--- src/rtl/conv556_sched_if.sv ---
// conv556_sched_if: start/done, column-issue and output-pixel handshake of the conv556 sequencer.
// The perf counter ports exist only when CONV_SCHED_PERF_EN is defined.
interface conv556_sched_if #(parameter int CW = 5);
    logic start, busy, done, rd_en, conv_en, out_valid, out_ready;
    logic [CW-1:0] rd_row, rd_col, out_row, out_col;
`ifdef CONV_SCHED_PERF_EN
    logic [31:0] perf_busy_cycles, perf_stall_cycles;
`endif
    modport master (
        input  start, out_ready,
        output busy, done, rd_en, rd_row, rd_col, conv_en, out_valid, out_row, out_col
`ifdef CONV_SCHED_PERF_EN
        , output perf_busy_cycles, perf_stall_cycles
`endif
    );
    modport slave (
        output start, out_ready,
        input  busy, done, rd_en, rd_row, rd_col, conv_en, out_valid, out_row, out_col
`ifdef CONV_SCHED_PERF_EN
        , input perf_busy_cycles, perf_stall_cycles
`endif
    );
endinterface

--- src/rtl/conv556_sched.sv ---
// conv556_sched: valid-mode 5x5x6 convolution sequencer with a latency-tracking tag pipe.
// Optional busy/stall cycle counters are built when CONV_SCHED_PERF_EN is defined.
module conv556_sched #(
    parameter int IN_W     = 14,
    parameter int IN_H     = 14,
    parameter int K        = 5,
    parameter int CONV_LAT = 2,
    parameter int CW       = 5
) (
    input logic clk,
    input logic rst,
    conv556_sched_if.master bus
);
    typedef enum logic [1:0] {IDLE, RUN, DRAIN, FIN} state_t;
    localparam logic [CONV_LAT-1:0] HEAD = ~(CONV_LAT'(1) << (CONV_LAT - 1));
    state_t st_q, st_d;
    logic [CW-1:0] r_q, r_d, c_q, c_d;
    logic [CONV_LAT-1:0] tv_q, tv_d;
    logic [CW-1:0] tr_q [CONV_LAT];
    logic [CW-1:0] tr_d [CONV_LAT];
    logic [CW-1:0] tc_q [CONV_LAT];
    logic [CW-1:0] tc_d [CONV_LAT];
    logic stall, issue, adv, row_end, last_issue;
    always_comb begin
        stall      = tv_q[CONV_LAT-1] & ~bus.out_ready;
        issue      = (st_q == RUN) & ~stall;
        adv        = ((st_q == RUN) | (st_q == DRAIN)) & ~stall;
        row_end    = c_q == CW'(IN_W - 1);
        last_issue = row_end && r_q == CW'(IN_H - K);
        st_d = st_q;
        r_d  = r_q;
        c_d  = c_q;
        tv_d = tv_q;
        tr_d = tr_q;
        tc_d = tc_q;
        if (st_q == IDLE && bus.start) begin
            st_d = RUN;
            r_d  = '0;
            c_d  = '0;
        end
        if (issue) begin
            c_d  = row_end ? '0 : c_q + 1'b1;
            r_d  = row_end ? r_q + 1'b1 : r_q;
            st_d = last_issue ? DRAIN : RUN;
        end
        if (adv) begin
            for (int i = CONV_LAT - 1; i > 0; i--) begin
                tv_d[i] = tv_q[i-1];
                tr_d[i] = tr_q[i-1];
                tc_d[i] = tc_q[i-1];
            end
            tv_d[0] = issue && c_q >= CW'(K - 1);
            tr_d[0] = r_q;
            tc_d[0] = c_q - CW'(K - 1);
        end
        if (st_q == DRAIN && (tv_q & HEAD) == '0 && !stall) st_d = FIN;
        if (st_q == FIN) st_d = IDLE;
    end
    always_ff @(posedge clk) begin
        if (rst) begin
            st_q <= IDLE;
            r_q  <= '0;
            c_q  <= '0;
            tv_q <= '0;
            tr_q <= '{default: '0};
            tc_q <= '{default: '0};
        end else begin
            st_q <= st_d;
            r_q  <= r_d;
            c_q  <= c_d;
            tv_q <= tv_d;
            tr_q <= tr_d;
            tc_q <= tc_d;
        end
    end
    // conv_en stays high through DRAIN: the datapath registers only capture on en,
    // so the final pixels must keep shifting toward convValue with the tags.
    assign bus.busy      = st_q != IDLE;
    assign bus.done      = st_q == FIN;
    assign bus.rd_en     = issue;
    assign bus.conv_en   = adv;
    assign bus.rd_row    = r_q;
    assign bus.rd_col    = c_q;
    assign bus.out_valid = tv_q[CONV_LAT-1];
    assign bus.out_row   = tr_q[CONV_LAT-1];
    assign bus.out_col   = tc_q[CONV_LAT-1];
`ifdef CONV_SCHED_PERF_EN
    logic [31:0] pb_q, pb_d, ps_q, ps_d;
    always_comb begin
        pb_d = (st_q == IDLE && bus.start) ? '0 : pb_q + 32'(st_q != IDLE);
        ps_d = (st_q == IDLE && bus.start) ? '0 : ps_q + 32'(stall);
    end
    always_ff @(posedge clk) begin
        if (rst) begin
            pb_q <= '0;
            ps_q <= '0;
        end else begin
            pb_q <= pb_d;
            ps_q <= ps_d;
        end
    end
    assign bus.perf_busy_cycles  = pb_q;
    assign bus.perf_stall_cycles = ps_q;
`endif
endmodule

--- src/flat_wrapper.sv ---
// flat-port wrapper written by rule: the top's interface ports become plain ports
module conv556_sched_flat 
#(
    parameter int IN_W     = 14,
    parameter int IN_H     = 14,
    parameter int K        = 5,
    parameter int CONV_LAT = 2,
    parameter int CW       = 5
)
  (clk, rst, bus_start, bus_out_ready, bus_busy, bus_done, bus_rd_en, bus_rd_row, bus_rd_col, bus_conv_en, bus_out_valid, bus_out_row, bus_out_col);
  conv556_sched_if #(.CW(CW)) bus_i ();
  input logic clk;
  input logic rst;
  input wire logic [$bits(bus_i.start)-1:0] bus_start;
  input wire logic [$bits(bus_i.out_ready)-1:0] bus_out_ready;
  output wire logic [$bits(bus_i.busy)-1:0] bus_busy;
  output wire logic [$bits(bus_i.done)-1:0] bus_done;
  output wire logic [$bits(bus_i.rd_en)-1:0] bus_rd_en;
  output wire logic [$bits(bus_i.rd_row)-1:0] bus_rd_row;
  output wire logic [$bits(bus_i.rd_col)-1:0] bus_rd_col;
  output wire logic [$bits(bus_i.conv_en)-1:0] bus_conv_en;
  output wire logic [$bits(bus_i.out_valid)-1:0] bus_out_valid;
  output wire logic [$bits(bus_i.out_row)-1:0] bus_out_row;
  output wire logic [$bits(bus_i.out_col)-1:0] bus_out_col;
  assign bus_i.start = bus_start;
  assign bus_i.out_ready = bus_out_ready;
  assign bus_busy = bus_i.busy;
  assign bus_done = bus_i.done;
  assign bus_rd_en = bus_i.rd_en;
  assign bus_rd_row = bus_i.rd_row;
  assign bus_rd_col = bus_i.rd_col;
  assign bus_conv_en = bus_i.conv_en;
  assign bus_out_valid = bus_i.out_valid;
  assign bus_out_row = bus_i.out_row;
  assign bus_out_col = bus_i.out_col;
  conv556_sched #(.IN_W(IN_W), .IN_H(IN_H), .K(K), .CONV_LAT(CONV_LAT), .CW(CW)) u_core (.clk(clk), .rst(rst), .bus(bus_i));
endmodule
--- config.mk ---
export PLATFORM = sky130hd
export DESIGN_NAME = conv556_sched_flat
export DESIGN_NICKNAME = d
export VERILOG_FILES = /design/src/rtl/conv556_sched_if.sv /design/src/rtl/conv556_sched.sv /design/src/flat_wrapper.sv
export SDC_FILE = /design/constraint.sdc
export NUM_CORES = 1
export LEC_CHECK = 0
export ABC_AREA = 1
export BUFFER_PORTS_ARGS = -buffer_cell sky130_fd_sc_hd__buf_4
export CORE_ASPECT_RATIO = 0.8
export CORE_MARGIN = 2
export CORE_UTILIZATION = 55
export CTS_CLUSTER_DIAMETER = 120
export DETAILED_ROUTE_END_ITERATION = 7
export PLACE_DENSITY_LB_ADDON = 0.25
export SYNTH_ARGS = -nofsm -noshare
export SYNTH_HDL_FRONTEND = slang
export SYNTH_SLANG_ARGS = --single-unit
--- constraint.sdc ---
create_clock -name clk -period 2.1 [get_ports clk]
set_clock_uncertainty 0.2 [all_clocks]
set_input_delay 0.42 -clock clk [delete_from_list [all_inputs] [get_ports clk]]
set_output_delay 0.42 -clock clk [all_outputs]
set_load 0.005 [all_outputs]
==> results of run 1 <==
[kinds of logic (layout without fill, tap and decap cells)]
kind of cell	after synthesis	in the layout	share of synthesized area, %
AND/OR/NAND/NOR	83	83	22.20
XOR/XNOR	3	3	1.580
adder cells (fa/ha/maj)	12	12	9.029
buffers and inverters	43	67	13.09
AO/OA/AOI/OAI	43	43	13.17
flip-flops	34	34	40.93
[layout make-up]
| type | count | area share (%) |
|---|---|---|
| tap | 38 | 2.463 |
| timing repair buffer | 33 | 12.83 |
| clock buffer | 7 | 4.472 |
| inverter | 26 | 5.120 |
| multi-input combinational | 141 | 39.60 |
| clock inverter | 1 | 0.2592 |
| sequential | 34 | 35.26 |
[critical path, cell delays in order (launching register included)]
cell and delay, ns:
dfxtp_1 0.39, inv_1 0.08, ha_1 0.32, nand2_2 0.08, inv_1 0.06, buf_4 0.13
[how the worst max path moves through the flow]
stage / startpoint / end / slack (ns)
6_report: u_core.st_q[0]$_SDFFE_PP0P_ / bus_conv_en / 0.13
4_1_cts: u_core.st_q[0]$_SDFFE_PP0P_ / bus_conv_en / 0.14
5_1_grt: u_core.st_q[1]$_SDFFE_PP0P_ / bus_conv_en / 0.05
3_3_place_gp: u_core.st_q[0]$_SDFFE_PP0P_ / bus_conv_en / 0.45
3_5_place_dp: u_core.st_q[0]$_SDFFE_PP0P_ / u_core.tc_q[8]$_SDFFE_PP0P_ / 0.43
2_1_floorplan: u_core.st_q[0]$_SDFFE_PP0P_ / bus_conv_en / 0.44
[per-stage QoR]
| stage | cells | power (mW) | hold WS, ns |
|---|---|---|---|
| finish | 280 | 1.473 | 0.1654 |
| floorplan | 218 | 0.9422 | 0.2293 |
| detailed placement | 272 | 1.009 | 0.2442 |
| CTS | 280 | 1.489 | 0.1586 |
| global route | 280 | 1.558 | 0.1688 |
| global placement | 272 | 1.002 | 0.2431 |
[synthesized netlist by cell type]
cell / n / area [um^2]
nand2_1: 28 / 105.1
nand4_1: 4 / 25.02
o21ai_0: 22 / 110.1
clkinv_2: 1 / 5.000
ha_1: 12 / 150.1
inv_2: 1 / 3.750
o211ai_1: 1 / 7.510
nor3_1: 1 / 5.000
xor2_1: 3 / 26.28
nand2_4: 2 / 22.52
nand2_2: 2 / 12.51
a31oi_1: 1 / 6.260
o21ai_1: 1 / 5.000
nor2_1: 33 / 123.9
buf_4: 11 / 82.58
dfxtp_1: 34 / 680.7
inv_1: 24 / 90.09
a21oi_1: 18 / 90.09
nand3_2: 2 / 20.02
nand3_1: 11 / 55.05
buf_2: 5 / 25.02
buf_6: 1 / 11.26
[layer usage]
metal | routed length, um | vias to the layer above | track usage, %
met1 | 1526 | 630 | 24.18
met3 | 125 | 0 | 5.106
met2 | 1422 | 24 | 34.18
met4 | 0 | 0 | 1.042
li1 | - | 736 | -
met5 | 0 | - | 0
[power by group]
| group | switching (mW) | internal [mW] | total [mW] |
|---|---|---|---|
| Combinational | 0.145 | 0.113 | 0.258 |
| Clock | 0.216 | 0.264 | 0.480 |
| Sequential | 0.0336 | 0.701 | 0.735 |
| Total | 0.394 | 1.08 | 1.47 |
[registers in the layout, indices dropped and copies added, names as in the netlist]
signal	flops
u_core.bus.out_col	5
u_core.bus.out_row	5
u_core.bus.rd_col	5
u_core.bus.rd_row	5
u_core.tc_q	5
u_core.tr_q	5
u_core.st_q	2
u_core.tv_q	2
==> run_results.csv, run 1 <==
group,metric,value,unit
logic_synthesis,ys_seq_elements,34,
finish,n_antenna_cell,0,
cts,clk_pin_slew_worst_paths,0.07,ns
cts,ctsLongestPathBuffers,2,
floorplan,die-area,0.003482,mm^2
setup_path,end_kind,"primary output",
global_routing,gr-total-overflow,0,
logic_synthesis,ys_types,22,
setup_path,critPathLaunchType,"register",
sta,tns,0,ns
power,p_per_area,762.8,mW/mm^2
sta,finalSetupViolCount,0,
logic_synthesis,avgSynthCellArea,7.628,um^2
cts,cts_root_buf,"clkbuf_8",
worst_hold_path,min_from,"rst",
finish,final_cell_mix,"dfxtp_1 (34), nor2_1 (33), buf_4 (33)",
finish,layout_commonest_cell,"dfxtp_1",
power,vdd_drop_max,0.6388,mV
cts,cts_tree,"built",
finish,postLayoutCoreUtil,68.76,%
cts,cts_inserted_buffers,5,
finish,fill_cells,264,
placement,io_buffers,28,
logic_synthesis,yosysWarnings,0,
setup_path,r2r_cells,7,
route,drc,0,
global_routing,antenna_found_initial,0,
route,drtIter0Drc,74,
route,vias,1390,
setup_path,crit_fanout,4,
route,routed_via_density,4.964,
floorplan,initial_core_util,59.22,%
logic_synthesis,synth_nets,234,
sta,rsz0062_at_grt,"no",
cts,post_cts_resized,0,
floorplan,coreArea,0.002808,mm^2
floorplan,die_x,65.48,um
route,dr.pass1.iters,4,
global_routing,grt_first_pass_wirelength,5.154,mm
sta,maxSlewHeadroom,82.64,%
route,drt_wl_total,3.074,mm
placement,gp_congestion,0.9029,
logic_synthesis,synth_cells,218,
cts,insertion_delay,0.27,ns
placement,dp_hpwl,2.355,mm
global_routing,grt_max_degree,28,
sta,finalHoldViolCount,0,
cts,cts.sink_count,34,
run_status,run_status,"completed",
placement,dpl_cell_area,0.001839,mm^2
finish,regArea,680.7,um^2
finish,multiInputGateArea,764.5,um^2
sta,fin_crit,1.965,ns
power,leakage,0.9168,nW
setup_path,ff2ff_setup_slack,0.43,ns
finish,stdcell_area,0.001931,mm^2
cts,cts_setup_buffers,0,
setup_path,reg2reg_from,"u_core.st_q[0]$_SDFFE_PP0P_",
route,wl_per_cell,10.98,um
setup_path,r2r_end,"u_core.tc_q[8]$_SDFFE_PP0P_",
sta,max_freq,508.8,MHz
route,ant_nets,0,
setup_path,critPathArrivalTime,1.35,ns
placement,pre_cts_ws,0.4275,ns
sta,drv_slew,0,
logic_synthesis,netlist_area,0.001663,mm^2
floorplan,ioPinCount,29,
worst_hold_path,holdPathEnd,"u_core.bus.rd_col[3]$_SDFFE_PP0P_",
sta,worst_slack,0.1347,ns
global_routing,grt_usage,19.05,%
floorplan,rows,17,
worst_hold_path,hold_depth,2,
floorplan,die_y,53.18,um
setup_path,path_class,"register to primary output",
run,maxCapViolCount,0,
cts,cts_hold_buf,0,
sta,layout_worst_path_cycle_share,93.58,%
global_routing,grt_pass1_vias,1240,
worst_hold_path,hp-class,"input pin to register",
sta,worst_pin_slew,0.2594,ns
setup_path,cp.required,1.48,ns
logic_synthesis,synth-seq-area-share,40.93,%
finish,syn2layout_area_growth,16.10,%
finish,layout.nets,257,
finish,final_layout_size_suffix_gt1_share,19.83,%
cts,cts_max_level,2,
Power figures use the tool's default switching activity.
==> run 2: changes to the inputs <==
Settings changed: CORE_UTILIZATION 55 to 57, CTS_BUF_LIST from default to sky130_fd_sc_hd__clkbuf_4.
==> run 2 against run 1 <==
  * Fmax down 0.98%
  * First-iteration DRC count down 34%
  * Utilization up 0.38 points
  * Combinational power up 5%
  * Global-route usage up 2.9 points
  * Largest cell class unchanged
  * Critical path type unchanged
  * Non-clock buffer count unchanged
  * Largest power group unchanged
  * Sequential share of layout area up 0.48 points
==> run_results.csv, run 2 (same netlist as run 1, synthesis figures left out) <==
group,metric,value,unit
route,ant_nets,0,
finish,final_cell_mix,"nor2_1 (33), buf_4 (33), dfxtp_1 (32)",
cts,insertion_delay,0.33,ns
setup_path,r2r_cells,8,
power,total_power,1.350,mW
global_routing,met2_usage,33.51,%
sta,finalHoldViolCount,0,
worst_hold_path,hp-class,"input pin to register",
global_routing,antenna_found_initial,0,
floorplan,die-area,0.003368,mm^2
global_routing,busiest_layer,"met2",
sta,drv_slew,0,
sta,maxSlewHeadroom,80.08,%
placement,gp_congestion,0.8420,
cts,cts_tree,"built",
route,routed_via_density,5.014,
floorplan,coreArea,0.002765,mm^2
finish,postLayoutCoreUtil,69.14,%
floorplan,rows,17,
sta,worst_slack,0.1153,ns
global_routing,grt_max_degree,28,
power,leakage,0.8958,nW
run,maxCapViolCount,0,
floorplan,die_x,64.39,um
floorplan,die_y,52.31,um
global_routing,met1_usage,28.09,%
finish,syn2layout_area_growth,14.97,%
global_routing,met3_usage,6.667,%
setup_path,path_class,"register to primary output",
cts,cts_hold_buf,0,
finish,n_antenna_cell,0,
power,vdd_drop_max,0.5997,mV
route,drt_wl_total,3.216,mm
setup_path,cp.required,1.48,ns
setup_path,cp_cell_sequence,"inv_1 -> ha_1 -> nand2_4 -> inv_1 -> buf_4",
setup_path,path_delay_family,"flip-flops",
finish,finalNonFillerCells,280,
sta,max_freq,503.9,MHz
sta,fin_crit,1.985,ns
floorplan,ioPinCount,29,
setup_path,critPathSlowestCell,"dfxtp_2",
sta,tns,0,ns
setup_path,end_kind,"primary output",
route,drc,0,
finish,final_layout_size_suffix_gt1_share,21.49,%
placement,dpl_cell_area,0.001832,mm^2
global_routing,grt_usage,21.90,%
sta,rsz0062_at_grt,"no",
route,drtIter0Drc,49,
run_status,run_status,"completed",
sta,worst_hold_slack,0.1094,ns
setup_path,cp_common_cell,"inv_1",
setup_path,critical_path_buf_inv_count,3,
setup_path,critPathArrivalTime,1.36,ns
cts,cts_max_level,2,
setup_path,critPathMaxStageDelay,0.37,ns
floorplan,initial_core_util,60.14,%
sta,layout_worst_path_cycle_share,94.51,%
cts,clk_pin_slew_worst_paths,0.09,ns
route,wl_per_cell,11.49,um
setup_path,worst-path-stages,5,
route,vias,1404,
sta,worst_pin_slew,0.2984,ns
placement,pre_cts_ws,0.2810,ns
cts,cts_root_buf,"clkbuf_4",
worst_hold_path,hold_depth,2,
sta,finalSetupViolCount,0,
global_routing,gr-total-overflow,0,
cts,ctsLongestPathBuffers,2,
power,p_per_area,706.3,mW/mm^2
global_routing,grt_pass1_vias,1253,
route,dr.pass1.iters,4,
cts,cts_inserted_buffers,5,
cts,cts.sink_count,34,
placement,dp.cells,271,
setup_path,critPathLaunchType,"register",
setup_path,crit_fanout,9,
placement,dp_hpwl,2.352,mm
placement,io_buffers,28,
global_routing,grt_first_pass_wirelength,5.485,mm
finish,layout.nets,257,
finish,stdcell_area,0.001912,mm^2
==> run 2: metal layers <==
metal,vias to the layer above,routed length [um]
li1,733,-
met1,637,1528
met2,25,1487
met3,9,131
met4,0,68
met5,-,0
==> run 2: timing repair <==
item | CTS | global route
setup endpoints to repair | 1 | 1
setup buffers | 1 | 0
resized for setup | 2 | 2
==> run 2: power breakdown <==
part	switching, mW	total (mW)	internal [mW]
Combinational	0.152	0.271	0.119
Clock	0.206	0.344	0.138
Sequential	0.0339	0.735	0.701
Total	0.391	1.35	0.959
==> run 2: worst paths after layout <==
kind                                                   from                           endpoint  slack [ns]
worst max register to register  u_core.st_q[0]$_SDFFE_PP0P_        u_core.tr_q[8]$_SDFFE_PP0P_        0.33
worst min register to register  u_core.tc_q[9]$_SDFFE_PP0P_        u_core.tc_q[9]$_SDFFE_PP0P_        0.27
worst min-delay path                                    rst  u_core.bus.rd_col[3]$_SDFFE_PP0P_        0.11
worst max-delay path            u_core.st_q[1]$_SDFFE_PP0P_                          bus_rd_en        0.12
==> run 2: final cells by class <==
type / instances / area (um^2)
Fill cell: 256 / 853.3
Sequential cell: 34 / 683.2
Timing Repair Buffer: 33 / 247.7
Clock buffer: 6 / 45.04
Tap cell: 38 / 47.55
Multi-Input combinational cell: 141 / 777.0
Inverter: 26 / 102.6
Clock inverter: 2 / 8.758
==> run 2: worst reg2reg max path, stage by stage (launching register included) <==
cell and delay [ns]:
dfxtp_2 0.37, inv_1 0.09, ha_4 0.25, nand2_2 0.09, clkinvlp_4 0.10, buf_4 0.17, buf_4 0.18, o21ai_0 0.17
a21oi_1 0.06
==> run 3: changes to the inputs <==
Settings changed: CORE_UTILIZATION 57 to 55.
==> run 3 against run 2 <==
  * Die area grew 3.4%
  * Global-route usage down 2.5 points
  * Worst hold slack got worse by 0.0040 ns
  * Fmax shrank 2.1%
  * Via count fell by 0.50%
  * Sequential cell count unchanged
  * Non-clock buffer count stayed put
  * Highest routed layer unchanged
==> run_results.csv, run 3 (same netlist as run 1, synthesis figures left out) <==
group,metric,value,unit
route,wl_per_cell,10.95,um
sta,worst_hold_slack,0.1054,ns
floorplan,die_x,65.48,um
cts,cts.sink_count,34,
finish,n_antenna_cell,0,
finish,final_cell_mix,"nor2_1 (33), buf_4 (33), dfxtp_1 (33)",
setup_path,critPathArrivalTime,1.41,ns
global_routing,grt_first_pass_wirelength,5.161,mm
sta,max_freq,493.2,MHz
run,maxCapViolCount,0,
sta,finalHoldViolCount,0,
power,total_power,1.338,mW
sta,layout_worst_path_cycle_share,96.56,%
global_routing,grt_max_degree,28,
floorplan,rows,17,
global_routing,antenna_found_initial,0,
floorplan,die-area,0.003482,mm^2
route,drc,0,
cts,ctsLongestPathBuffers,2,
worst_hold_path,holdPathEnd,"u_core.bus.rd_col[3]$_SDFFE_PP0P_",
route,drtIter0Drc,64,
cts,cts_hold_buf,0,
sta,rsz0062_at_grt,"no",
floorplan,initial_core_util,59.22,%
cts,post_cts_resized,0,
setup_path,r2r_end,"u_core.tc_q[8]$_SDFFE_PP0P_",
setup_path,path_class,"register to primary output",
worst_hold_path,hp-class,"input pin to register",
setup_path,cp.required,1.48,ns
setup_path,critPathLaunchType,"register",
worst_hold_path,min_from,"rst",
power,vdd_drop_max,0.5195,mV
run_status,run_status,"completed",
setup_path,r2r_cells,7,
finish,postLayoutCoreUtil,67.47,%
floorplan,ioPinCount,29,
route,routed_via_density,4.989,
setup_path,end_kind,"primary output",
cts,insertion_delay,0.32,ns
setup_path,critPathLaunch,"u_core.st_q[0]$_SDFFE_PP0P_",
sta,maxSlewHeadroom,82.58,%
finish,layout.nets,257,
global_routing,grt_pass1_vias,1231,
finish,syn2layout_area_growth,13.92,%
placement,dp_hpwl,2.355,mm
route,dr.pass1.iters,6,
sta,finalSetupViolCount,0,
floorplan,coreArea,0.002808,mm^2
power,leakage,0.9022,nW
route,drt_wl_total,3.066,mm
worst_hold_path,hold_depth,2,
sta,drv_slew,0,
cts,clk_pin_slew_worst_paths,0.10,ns
setup_path,crit_fanout,4,
placement,io_buffers,28,
cts,cts_max_level,2,
finish,final_layout_size_suffix_gt1_share,20.25,%
sta,tns,0,ns
cts,cts_tree,"built",
sta,worst_slack,0.07227,ns
sta,fin_crit,2.028,ns
global_routing,gr-total-overflow,0,
sta,worst_pin_slew,0.2603,ns
cts,cts_setup_buffers,0,
floorplan,die_y,53.18,um
cts,cts_inserted_buffers,5,
setup_path,ff2ff_setup_slack,0.42,ns
placement,gp_congestion,0.9029,
power,p_per_area,706.5,mW/mm^2
setup_path,reg2reg_from,"u_core.st_q[0]$_SDFFE_PP0P_",
cts,cts_root_buf,"clkbuf_4",
global_routing,grt_usage,19.36,%
route,ant_nets,0,
placement,pre_cts_ws,0.4275,ns
route,vias,1397,
==> run 3: how the worst max path moves through the flow <==
stage	slack, ns	endpoint	cells past startpoint
floorplan	0.44	bus_conv_en	5
global placement	0.45	bus_conv_en	5
detailed placement	0.43	u_core.tc_q[8]$_SDFFE_PP0P_	7
CTS	0.08	bus_conv_en	5
global route	0.002	bus_conv_en	5
finish	0.07	bus_conv_en	5
==> run 3: power breakdown <==
group          switching [mW]  internal [mW]
logic                   0.145          0.113
clock network           0.208          0.139
registers              0.0336          0.700
==> run 3: worst max-delay path, stage by stage (launching register included) <==
cell	delay [ns]
dfxtp_1	0.40
inv_1	0.08
ha_1	0.32
nand2_2	0.08
inv_1	0.06
buf_4	0.13
==> run 3: area by class of cell <==
type,instances,area (um^2)
inverters,26,98.84
repair buffers,33,247.7
clock buffers,6,45.04
clock inverters,2,8.758
flip-flops and latches,34,681.9
fillers,274,913.4
multi-input cells,141,764.5
well taps,38,47.55
==> run 3: metrics by stage <==
stage,instance area [um^2],instances
2_1_floorplan,1663,218
3_3_place_gp,1839,272
3_5_place_dp,1839,272
4_1_cts,1893,280
5_1_grt,1894,280
6_report,1894,280
==> run 3: per-layer routing <==
layer / vias to the layer above / track usage [%] / share of wire [%]
met5: - / 0 / 0
met4: 0 / 4.167 / 0.46
met3: 3 / 5.106 / 4.3
met2: 25 / 33.50 / 45
met1: 632 / 24.41 / 50
li1: 737 / - / -
